### src/rtl/ext_mem_ctrl.sv
// ---------------------------------------------------------------------------
// ext_mem_ctrl
//
// Bridges the microprocessor_system external memory port to an off-chip
// synchronous SRAM. Each request moves one byte. The controller steps
// through IDLE -> SETUP -> ACCESS (WAIT_STATES cycles) -> DONE -> TURN.
// It drives the SRAM chip/write/output enables from registers and pulses
// ext_mem_ready for one cycle when an access completes.
//
// Optional feature (compile-time macro EXT_MEM_POST_WRITE_EN):
//   The controller gets a one-entry posted write buffer. A write accepted
//   in IDLE is acknowledged on the next cycle and then drains to the SRAM
//   in the background. Any request made while the buffer is full waits
//   until the drain finishes, which keeps read-after-write ordering.
//
// Handshake: the host holds ext_mem_cs plus read and/or write until it
//   sees ext_mem_ready. It must drop or replace the request no later than
//   the TURN cycle. A request still present in IDLE starts a new access.
//   Requests made while busy is high are ignored until the FSM returns to
//   IDLE.
//
// Parameters:
//   WAIT_STATES   extra ACCESS cycles per SRAM access (0..15)
//
// Ports:
//   clk, rst          clock, synchronous active-high reset
//   ext_mem_addr      byte address from the host
//   ext_mem_wdata     host write data
//   ext_mem_rdata     registered read data, held until the next read
//   ext_mem_read      read request
//   ext_mem_write     write request
//   ext_mem_cs        request qualifier
//   ext_mem_ready     one-cycle completion pulse
//   sram_addr         SRAM address (stable through SETUP..ACCESS)
//   sram_wdata        SRAM write data
//   sram_rdata        SRAM read data
//   sram_ce/we/oe     SRAM strobes, active-high, registered
//   busy              FSM not in IDLE (or posted buffer full)
//   proto_err         sticky: read and write were requested together
//   state_dbg         current FSM state encoding, for observation
// ---------------------------------------------------------------------------
module ext_mem_ctrl #(
   parameter int WAIT_STATES = 2
) (
   input  logic        clk,
   input  logic        rst,
   input  logic [15:0] ext_mem_addr,
   input  logic [7:0]  ext_mem_wdata,
   output logic [7:0]  ext_mem_rdata,
   input  logic        ext_mem_read,
   input  logic        ext_mem_write,
   input  logic        ext_mem_cs,
   output logic        ext_mem_ready,
   output logic [15:0] sram_addr,
   output logic [7:0]  sram_wdata,
   input  logic [7:0]  sram_rdata,
   output logic        sram_ce,
   output logic        sram_we,
   output logic        sram_oe,
   output logic        busy,
   output logic        proto_err,
   output logic [2:0]  state_dbg
);

   typedef enum logic [2:0] {
      IDLE   = 3'd0,
      SETUP  = 3'd1,
      ACCESS = 3'd2,
      DONE   = 3'd3,
      TURN   = 3'd4
   } state_t;

   // The counter reload value; the ACCESS phase lasts WAIT_LOAD+1 cycles.
   localparam logic [3:0] WAIT_LOAD = (WAIT_STATES > 0) ? 4'(WAIT_STATES - 1) : 4'd0;

   state_t     state;
   logic [3:0] wait_cnt;
   logic       is_read;
   logic       req;
   logic       last_cycle;

`ifdef EXT_MEM_POST_WRITE_EN
   // Set while an already acknowledged write is still draining to SRAM.
   logic       post_full;
`endif

   assign req       = ext_mem_cs & (ext_mem_read | ext_mem_write);
   assign state_dbg = state;

   // High in the final cycle that the SRAM strobes are active. Read data
   // is captured on the clock edge that ends this cycle.
   always_comb begin
      last_cycle = 1'b0;
      if (state == SETUP) begin
         last_cycle = (WAIT_STATES == 0);
      end else if (state == ACCESS) begin
         last_cycle = (wait_cnt == 4'd0);
      end
   end

   always_ff @(posedge clk) begin
      if (rst) begin
         state         <= IDLE;
         wait_cnt      <= 4'd0;
         is_read       <= 1'b0;
         ext_mem_ready <= 1'b0;
         ext_mem_rdata <= 8'd0;
         sram_addr     <= 16'd0;
         sram_wdata    <= 8'd0;
         sram_ce       <= 1'b0;
         sram_we       <= 1'b0;
         sram_oe       <= 1'b0;
         busy          <= 1'b0;
         proto_err     <= 1'b0;
`ifdef EXT_MEM_POST_WRITE_EN
         post_full     <= 1'b0;
`endif
      end else begin
         ext_mem_ready <= 1'b0;
         case (state)
            IDLE: begin
               if (req) begin
                  state      <= SETUP;
                  sram_addr  <= ext_mem_addr;
                  sram_wdata <= ext_mem_wdata;
                  // A read+write collision is treated as a read.
                  is_read    <= ext_mem_read;
                  sram_ce    <= 1'b1;
                  sram_oe    <= ext_mem_read;
                  sram_we    <= ~ext_mem_read;
                  busy       <= 1'b1;
                  if (ext_mem_read & ext_mem_write) begin
                     proto_err <= 1'b1;
                  end
`ifdef EXT_MEM_POST_WRITE_EN
                  // Pure writes are acknowledged at once and drain later.
                  if (!ext_mem_read) begin
                     post_full     <= 1'b1;
                     ext_mem_ready <= 1'b1;
                  end
`endif
               end
            end

            SETUP, ACCESS: begin
               if (last_cycle) begin
                  state   <= DONE;
                  sram_ce <= 1'b0;
                  sram_we <= 1'b0;
                  sram_oe <= 1'b0;
                  if (is_read) begin
                     ext_mem_rdata <= sram_rdata;
                  end
`ifdef EXT_MEM_POST_WRITE_EN
                  // A draining write was already acknowledged.
                  ext_mem_ready <= ~post_full;
`else
                  ext_mem_ready <= 1'b1;
`endif
               end else if (state == SETUP) begin
                  wait_cnt <= WAIT_LOAD;
                  state    <= ACCESS;
               end else begin
                  wait_cnt <= wait_cnt - 4'd1;
               end
            end

            DONE: begin
               state <= TURN;
            end

            TURN: begin
               state <= IDLE;
               busy  <= 1'b0;
`ifdef EXT_MEM_POST_WRITE_EN
               post_full <= 1'b0;
`endif
            end

            default: begin
               state <= IDLE;
            end
         endcase
      end
   end

endmodule
### config.mk
export PLATFORM = sky130hd
export DESIGN_NAME = ext_mem_ctrl
export DESIGN_NICKNAME = d
export VERILOG_FILES = /design/src/rtl/ext_mem_ctrl.sv
export SDC_FILE = /design/constraint.sdc
export NUM_CORES = 1
export LEC_CHECK = 0
export CAP_MARGIN = 20
export CORE_ASPECT_RATIO = 1.2
export CORE_MARGIN = 2
export CORE_UTILIZATION = 35
export CTS_CLUSTER_DIAMETER = 40
export DETAILED_ROUTE_END_ITERATION = 10
export PLACE_DENSITY = 0.7
export SLEW_MARGIN = 20
export SYNTH_ARGS = -nofsm -noshare
export SYNTH_HDL_FRONTEND = slang
export SYNTH_SLANG_ARGS = --single-unit
export TNS_END_PERCENT = 30
### constraint.sdc
create_clock -name clk -period 1.7 [get_ports clk]
set_clock_uncertainty 0.05 [all_clocks]
set_input_delay 0.34 -clock clk [delete_from_list [all_inputs] [get_ports clk]]
set_output_delay 0.34 -clock clk [all_outputs]
set_load 0.01 [all_outputs]
==> results of run 1 <==
-- worst min path at each step --
stage | startpoint | endpoint | slack (ns) | depth (start not counted)
detailed placement | ext_mem_rdata[1] | ext_mem_rdata[1] | 0.40 | 2
CTS | ext_mem_rdata[1] | ext_mem_rdata[1] | 0.41 | 2
global placement | ext_mem_rdata[0] | ext_mem_rdata[0] | 0.39 | 2
global route | ext_mem_rdata[1] | ext_mem_rdata[1] | 0.43 | 2
finish | ext_mem_rdata[5] | ext_mem_rdata[5] | 0.41 | 2
floorplan | is_read | is_read | 0.40 | 2
-- cell usage after synthesis (2+ instances only) --
cell type	n
inv_1	4
nand3_1	26
nand2_1	19
nor3_1	2
o21ai_0	27
dfxtp_1	46
mux2i_1	9
a211oi_1	3
or4_1	3
a41o_1	2
or3b_4	2
buf_4	2
a21oi_1	29
nor4_1	2
buf_2	4
nor2_1	4
clkbuf_1	11
-- metrics by stage --
stage	area [sq um]	power, uW	std cells	hold slack [ns]	TNS (ns)
3_3_place_gp	2830	2160	357	0.394	-0.277
3_5_place_dp	2830	2170	357	0.402	-0.549
2_1_floorplan	1900	1750	217	0.404	0
4_1_cts	2940	2980	365	0.415	0
5_1_grt	2980	3160	365	0.433	-0.00307
6_report	2980	3010	365	0.411	0
-- state kept, by name, indices dropped and copies added (netlist names) --
register,count
busy,1
proto_err,1
ext_mem_rdata,8
wait_cnt,4
sram_wdata,8
ext_mem_ready,1
sram_addr,16
sram_we,1
sram_ce,1
is_read,1
sram_oe,1
state_dbg,3
-- cell families after synthesis --
logic type,Yosys count
AO/OA/AOI/OAI,68
flip-flops,46
multiplexers,9
adder cells (fa/ha/maj),1
buffers and inverters,23
AND/OR/NAND/NOR,69
XOR/XNOR,1
-- area by class of cell --
type / count / area (sq um)
Inverter: 4 / 15.0
Tap cell: 62 / 77.6
Clock buffer: 6 / 72.6
Multi-Input combinational cell: 148 / 906
Fill cell: 476 / 2280
Timing Repair Buffer: 97 / 943
Sequential cell: 46 / 930
Clock inverter: 2 / 37.5
-- power by group through the flow --
stage / registers (uW) / logic (uW) / clock network (uW)
after floorplan: 1290 / 458 / 0
after global placement: 1270 / 884 / 0
after detailed placement: 1270 / 901 / 0
after CTS: 1250 / 908 / 821
after global routing: 1270 / 1030 / 853
final: 1260 / 949 / 797
-- timing repair --
action,in CTS,in global routing
gates resized for setup,4,13
setup endpoints to repair,3,12
pin swaps,0,3
-- placed cells by master, fill, tap and decap left out, types with 2 or more instances in the layout --
cell type,Yosys,final
mux2i_1,9,9
nand2_1,19,19
inv_2,0,2
clkbuf_8,0,5
or4_4,0,2
a211oi_1,3,3
buf_4,2,17
clkdlybuf4s50_1,0,76
nor3_4,1,2
nor4_1,2,2
nor3_1,2,2
or3b_4,2,2
nand3_1,26,26
inv_1,4,2
dfxtp_1,46,41
nor2_1,4,4
o21ai_0,27,27
a21oi_1,29,28
buf_6,1,2
dfxtp_2,0,4
a41o_1,2,2
-- worst register-to-register path, cell delays in order (launching register included) --
cell     delay [ns]
dfxtp_2        0.33
buf_4          0.14
or4_4          0.53
or4_1          0.41
a21oi_1        0.13
-- per-layer routing --
metal / GRT usage / routed length, microns
met4: 0.0480 / 55
met5: 0 / 0
met2: 0.276 / 2500
met1: 0.208 / 2200
met3: 0.0444 / 301
==> impl_metrics.toml, run 1 <==
[global_route]
overflow = 0
grt_pass1_wl_mm = 8.23
grtUsageTotal = 0.166
grt_pass1_vias = 1805
antenna_found_initial = 0
grt_max_degree = 27

[power]
leakagePower_uw = 0.00109
seqPwrFrac = 0.419
p_int_uw = 2110
switchingPower_uw = 893
power_frac_clock = 0.265
switching_share = 0.297
p_comb_frac = 0.316
powerDensity_nw_per_um2 = 1010
ir_drop_v = 0.000467

[synthesis]
synth_warnings = 0
synth-edff-count = 0
synth_fa_ha_area_frac = 0.00659
synth_area_leaders = "dfxtp_1, a21oi_1, o21ai_0, nand3_1, mux2i_1"
yosysTopAreaCellShare = 0.485
synthMuxAreaShare = 0.0474
synthFlopType = "dfxtp_1"
yosys.area_share.simple = 0.201
synth_async_sr_flop_share = 0
synth-seq-cells = 46
avgSynthCellArea_sq_um = 8.75
ys_types = 39
syn_area_sq_um = 1900
yosysTopAreaCell = "dfxtp_1"
synth_compound_area_frac = 0.200
synth-xor-area-share = 0.00461
netlist_instances = 217
synth_nets = 255
synth_top_family_by_area = "simple AND/OR/NAND/NOR gates"
yosysSeqAreaShare = 0.485

[timing]
tightest_slew_ns = 0.528
fin_crit_sh = 0.971
finalHoldViolations = 0
drv_slew = 0
post-route-min-period_ns = 1.65
timing.slew.headroom = 0.646
setup_viol = 0
max_freq_mhz = 606
worst_slack_ns = 0.0486

[critical_path]
cp-startpoint = "wait_cnt[0]"
path_buf_inv = 1
cp_cell_sequence = "buf_4, or4_4, or4_1, a21oi_1"
r2r_setup_slack_ns = 0.05
endpoint = "wait_cnt[3]"
worstSetupPathType = "reg2reg"
path_delay_family = "simple AND/OR/NAND/NOR gates"
reg2reg_depth = 4
reg2reg_from = "wait_cnt[0]"
worstSetupEndpointType = "flip-flop"
arrival_ns = 1.83
r2r-end = "wait_cnt[3]"
start_kind = "flip-flop"
cpPeakStageDelay_ns = 0.53
path_depth = 4
path_max_fanout = 4
required_ns = 1.88
slowest_stage = "or4_4"

[route]
wire_per_inst_microns = 13.9
detail_route.vias_per_cell = 5.17
drt-total-wl_mm = 5.06
antenna_left = 0
post-route-drc-count = 0
vias = 1888
first_iter_violations = 102
first_pass_iters = 4

[cts]
post_cts_buffers = 0
cts_sinks = 46
clockBufferDepth = 2
cts.reportedPaths.clkPinSlew_ns = 0.08
cts-root-buf = "clkbuf_8"
insertion_delay_ns = 0.29
cts_buffers = 5
cts_hold_buf = 0
htree_num_levels = 2
cts_tree = "built"

[floorplanning]
dieArea_sq_um = 6030
rows = 29
num_io_pins = 78
die_y_microns = 84.7
coreArea_sq_um = 5260
start_util = 0.361
die_x_microns = 71.2

[outcome]
outcome = "finished, final reports clean"

[place]
io_buffers = 77
post-dp-hpwl_mm = 3.61
gp_congestion = 0.798
dpl_worst_slack_ns = -0.0540

[cells_and_area]
diodes = 0
finalNetCount = 340
drive_gt1_frac = 0.149
area_growth_pct = 57.0
final_util = 0.567

[hold_path]
hold_class = "reg2reg"

[flow_run]
maxCapViolations = 0
Power figures use the tool's default switching activity.
==> inputs of run 2 (changes only) <==
- CORE_MARGIN: 2 -> 4
==> run 2 against run 1 <==
  * Cell area is 1.3% lower
  * Clock power is 15% lower
  * Non-clock buffer count is 1 higher
  * Worst setup slack better by 0.0056 ns
  * Largest cell class unchanged
  * Flip-flop and latch count stayed put
  * First-iteration DRC count is 66% lower
  * Register-to-register slack hardly changed
  * Via count is 0.79% lower
  * Critical path depth is 3 lower
  * Cell count is 0.27% higher
  * Count of clock-buffer cells in the layout is 1 higher
  * Utilization is 0.71 points lower
==> impl_metrics.toml, run 2 (same netlist as run 1, synthesis figures left out) <==
[global_route]
grt_pass1_vias = 1826
grtUsageTotal = 0.153
antenna_found_initial = 0
overflow = 0
grt_max_degree = 27
grt_pass1_wl_mm = 8.05

[outcome]
outcome = "finished, final reports clean"

[floorplanning]
coreArea_sq_um = 5260
dieArea_sq_um = 6670
die_y_microns = 88.7
start_util = 0.361
num_io_pins = 78
rows = 29
die_x_microns = 75.2

[critical_path]
path_buf_inv = 1
reg2reg_depth = 4
path_max_fanout = 7
worstSetupPathType = "reg2out"
worstSetupEndpointType = "primary output"
cpPeakStageDelay_ns = 0.56
start_kind = "flip-flop"
arrival_ns = 1.26
r2r-end = "wait_cnt[3]"
slowest_stage = "clkdlybuf4s50_1"
path_delay_family = "buffers and inverters"
required_ns = 1.31
cp_cell_sequence = "clkdlybuf4s50_1"
reg2reg_from = "wait_cnt[0]"
r2r_setup_slack_ns = 0.06

[route]
post-route-drc-count = 0
vias = 1873
wire_per_inst_microns = 13.7
detail_route.vias_per_cell = 5.12
first_pass_iters = 4
antenna_left = 0
drt-total-wl_mm = 5.01
first_iter_violations = 35

[cells_and_area]
multi_input_area_sq_um = 892
final_util = 0.560
finalNetCount = 341
final_cell_mix = "clkdlybuf4s50_1, dfxtp_1, a21oi_1"
largest_registers = "sram_addr (16), ext_mem_rdata (8), sram_wdata (8)"
mostFrequentLayoutCell = "clkdlybuf4s50_1"
diodes = 0
fillers = 478
top_register = "sram_addr"
regArea_sq_um = 927
drive_gt1_frac = 0.135
area_growth_pct = 55.0
largest_register_ffs = 16

[hold_path]
hold_start = "ext_mem_rdata[4]"
holdPathEnd = "ext_mem_rdata[4]"
hold_class = "reg2reg"
holdPathStages = 2

[power]
p_total_uw = 2840
power_frac_clock = 0.240
leakagePower_uw = 0.00107
seqPwrFrac = 0.441
p_comb_frac = 0.319
switchingPower_uw = 860
switching_share = 0.303
powerDensity_nw_per_um2 = 964
p_int_uw = 1980
ir_drop_v = 0.000521

[cts]
cts.reportedPaths.clkPinSlew_ns = 0.08
cts_sinks = 46
cts_buffers = 5
insertion_delay_ns = 0.30
cts_hold_buf = 0
htree_num_levels = 2
clockBufferDepth = 2
cts-root-buf = "clkbuf_8"
cts_tree = "built"
post_cts_buffers = 0

[flow_run]
maxCapViolations = 0

[timing]
drv_slew = 0
rsz0062_at_grt = "yes"
fin_crit_sh = 0.968
final.setup.tns_ns = 0
setup_viol = 0
max_freq_mhz = 608
tightest_slew_ns = 0.490
post-route-min-period_ns = 1.65
timing.slew.headroom = 0.671
finalHoldViolations = 0

[place]
io_buffers = 77
post-dp-hpwl_mm = 3.71
gp_congestion = 0.773
-- run 2: changes by cell type in the layout (fill, tap and decap cells not counted), moves of 2 or more --
cell | before | now
buf_4 | 17 | 20
buf_6 | 2 | 0
dfxtp_1 | 41 | 43
dfxtp_2 | 4 | 2
inv_1 | 2 | 4
inv_2 | 2 | 0
-- run 2: per-stage QoR --
step	std cells	hold WS, ns	setup slack, ns	area [sq um]
2_1_floorplan	217	0.404	0.0206	1900
3_3_place_gp	358	0.393	0.0457	2830
3_5_place_dp	358	0.401	0.0205	2830
4_1_cts	366	0.413	0.0137	2930
5_1_grt	366	0.426	-0.0113	2940
6_report	366	0.411	0.0543	2940
-- run 2: how the worst max path moves through the flow --
stage          depth (start not counted)          from          endpoint  slack [ns]
5_1_grt                                6   wait_cnt[1]       wait_cnt[2]       -0.01
2_1_floorplan                          5   wait_cnt[0]  ext_mem_rdata[0]        0.02
6_report                               1  state_dbg[0]      state_dbg[0]        0.05
4_1_cts                                6   wait_cnt[0]  ext_mem_rdata[3]        0.01
3_5_place_dp                           5  ext_mem_read     sram_wdata[6]        0.02
3_3_place_gp                           5  ext_mem_read              busy        0.05
-- run 2: final cells by class --
class | instances | area share
repair buffers | 98 | 0.320
multi-input cells | 148 | 0.303
inverters | 4 | 0.00510
flip-flops and latches | 46 | 0.315
clock buffers | 7 | 0.0293
clock inverters | 1 | 0.00170
well taps | 62 | 0.0263
-- run 2: worst register-to-register path: stages (launching register included) --
cell and delay [ns]:
dfxtp_1 0.31, buf_4 0.14, or4_1 0.54, or4_4 0.43, a21oi_2 0.11
-- run 2: what timing repair did --
item,CTS,global route
pin swaps,0,2
gates resized for setup,3,5
setup endpoints to repair,3,12
-- run 2: power by group through the flow --
stage	clock network, uW	logic (uW)	registers [uW]
final	680	907	1250
after global routing	740	996	1270
after detailed placement	0	893	1270
after floorplan	0	458	1290
after global placement	0	882	1270
after CTS	704	897	1250
-- run 2: metal layers --
layer	track usage	wire, microns
met3	0.0443	364
met4	0.0493	102
met5	0	0
met2	0.257	2470
met1	0.187	2070
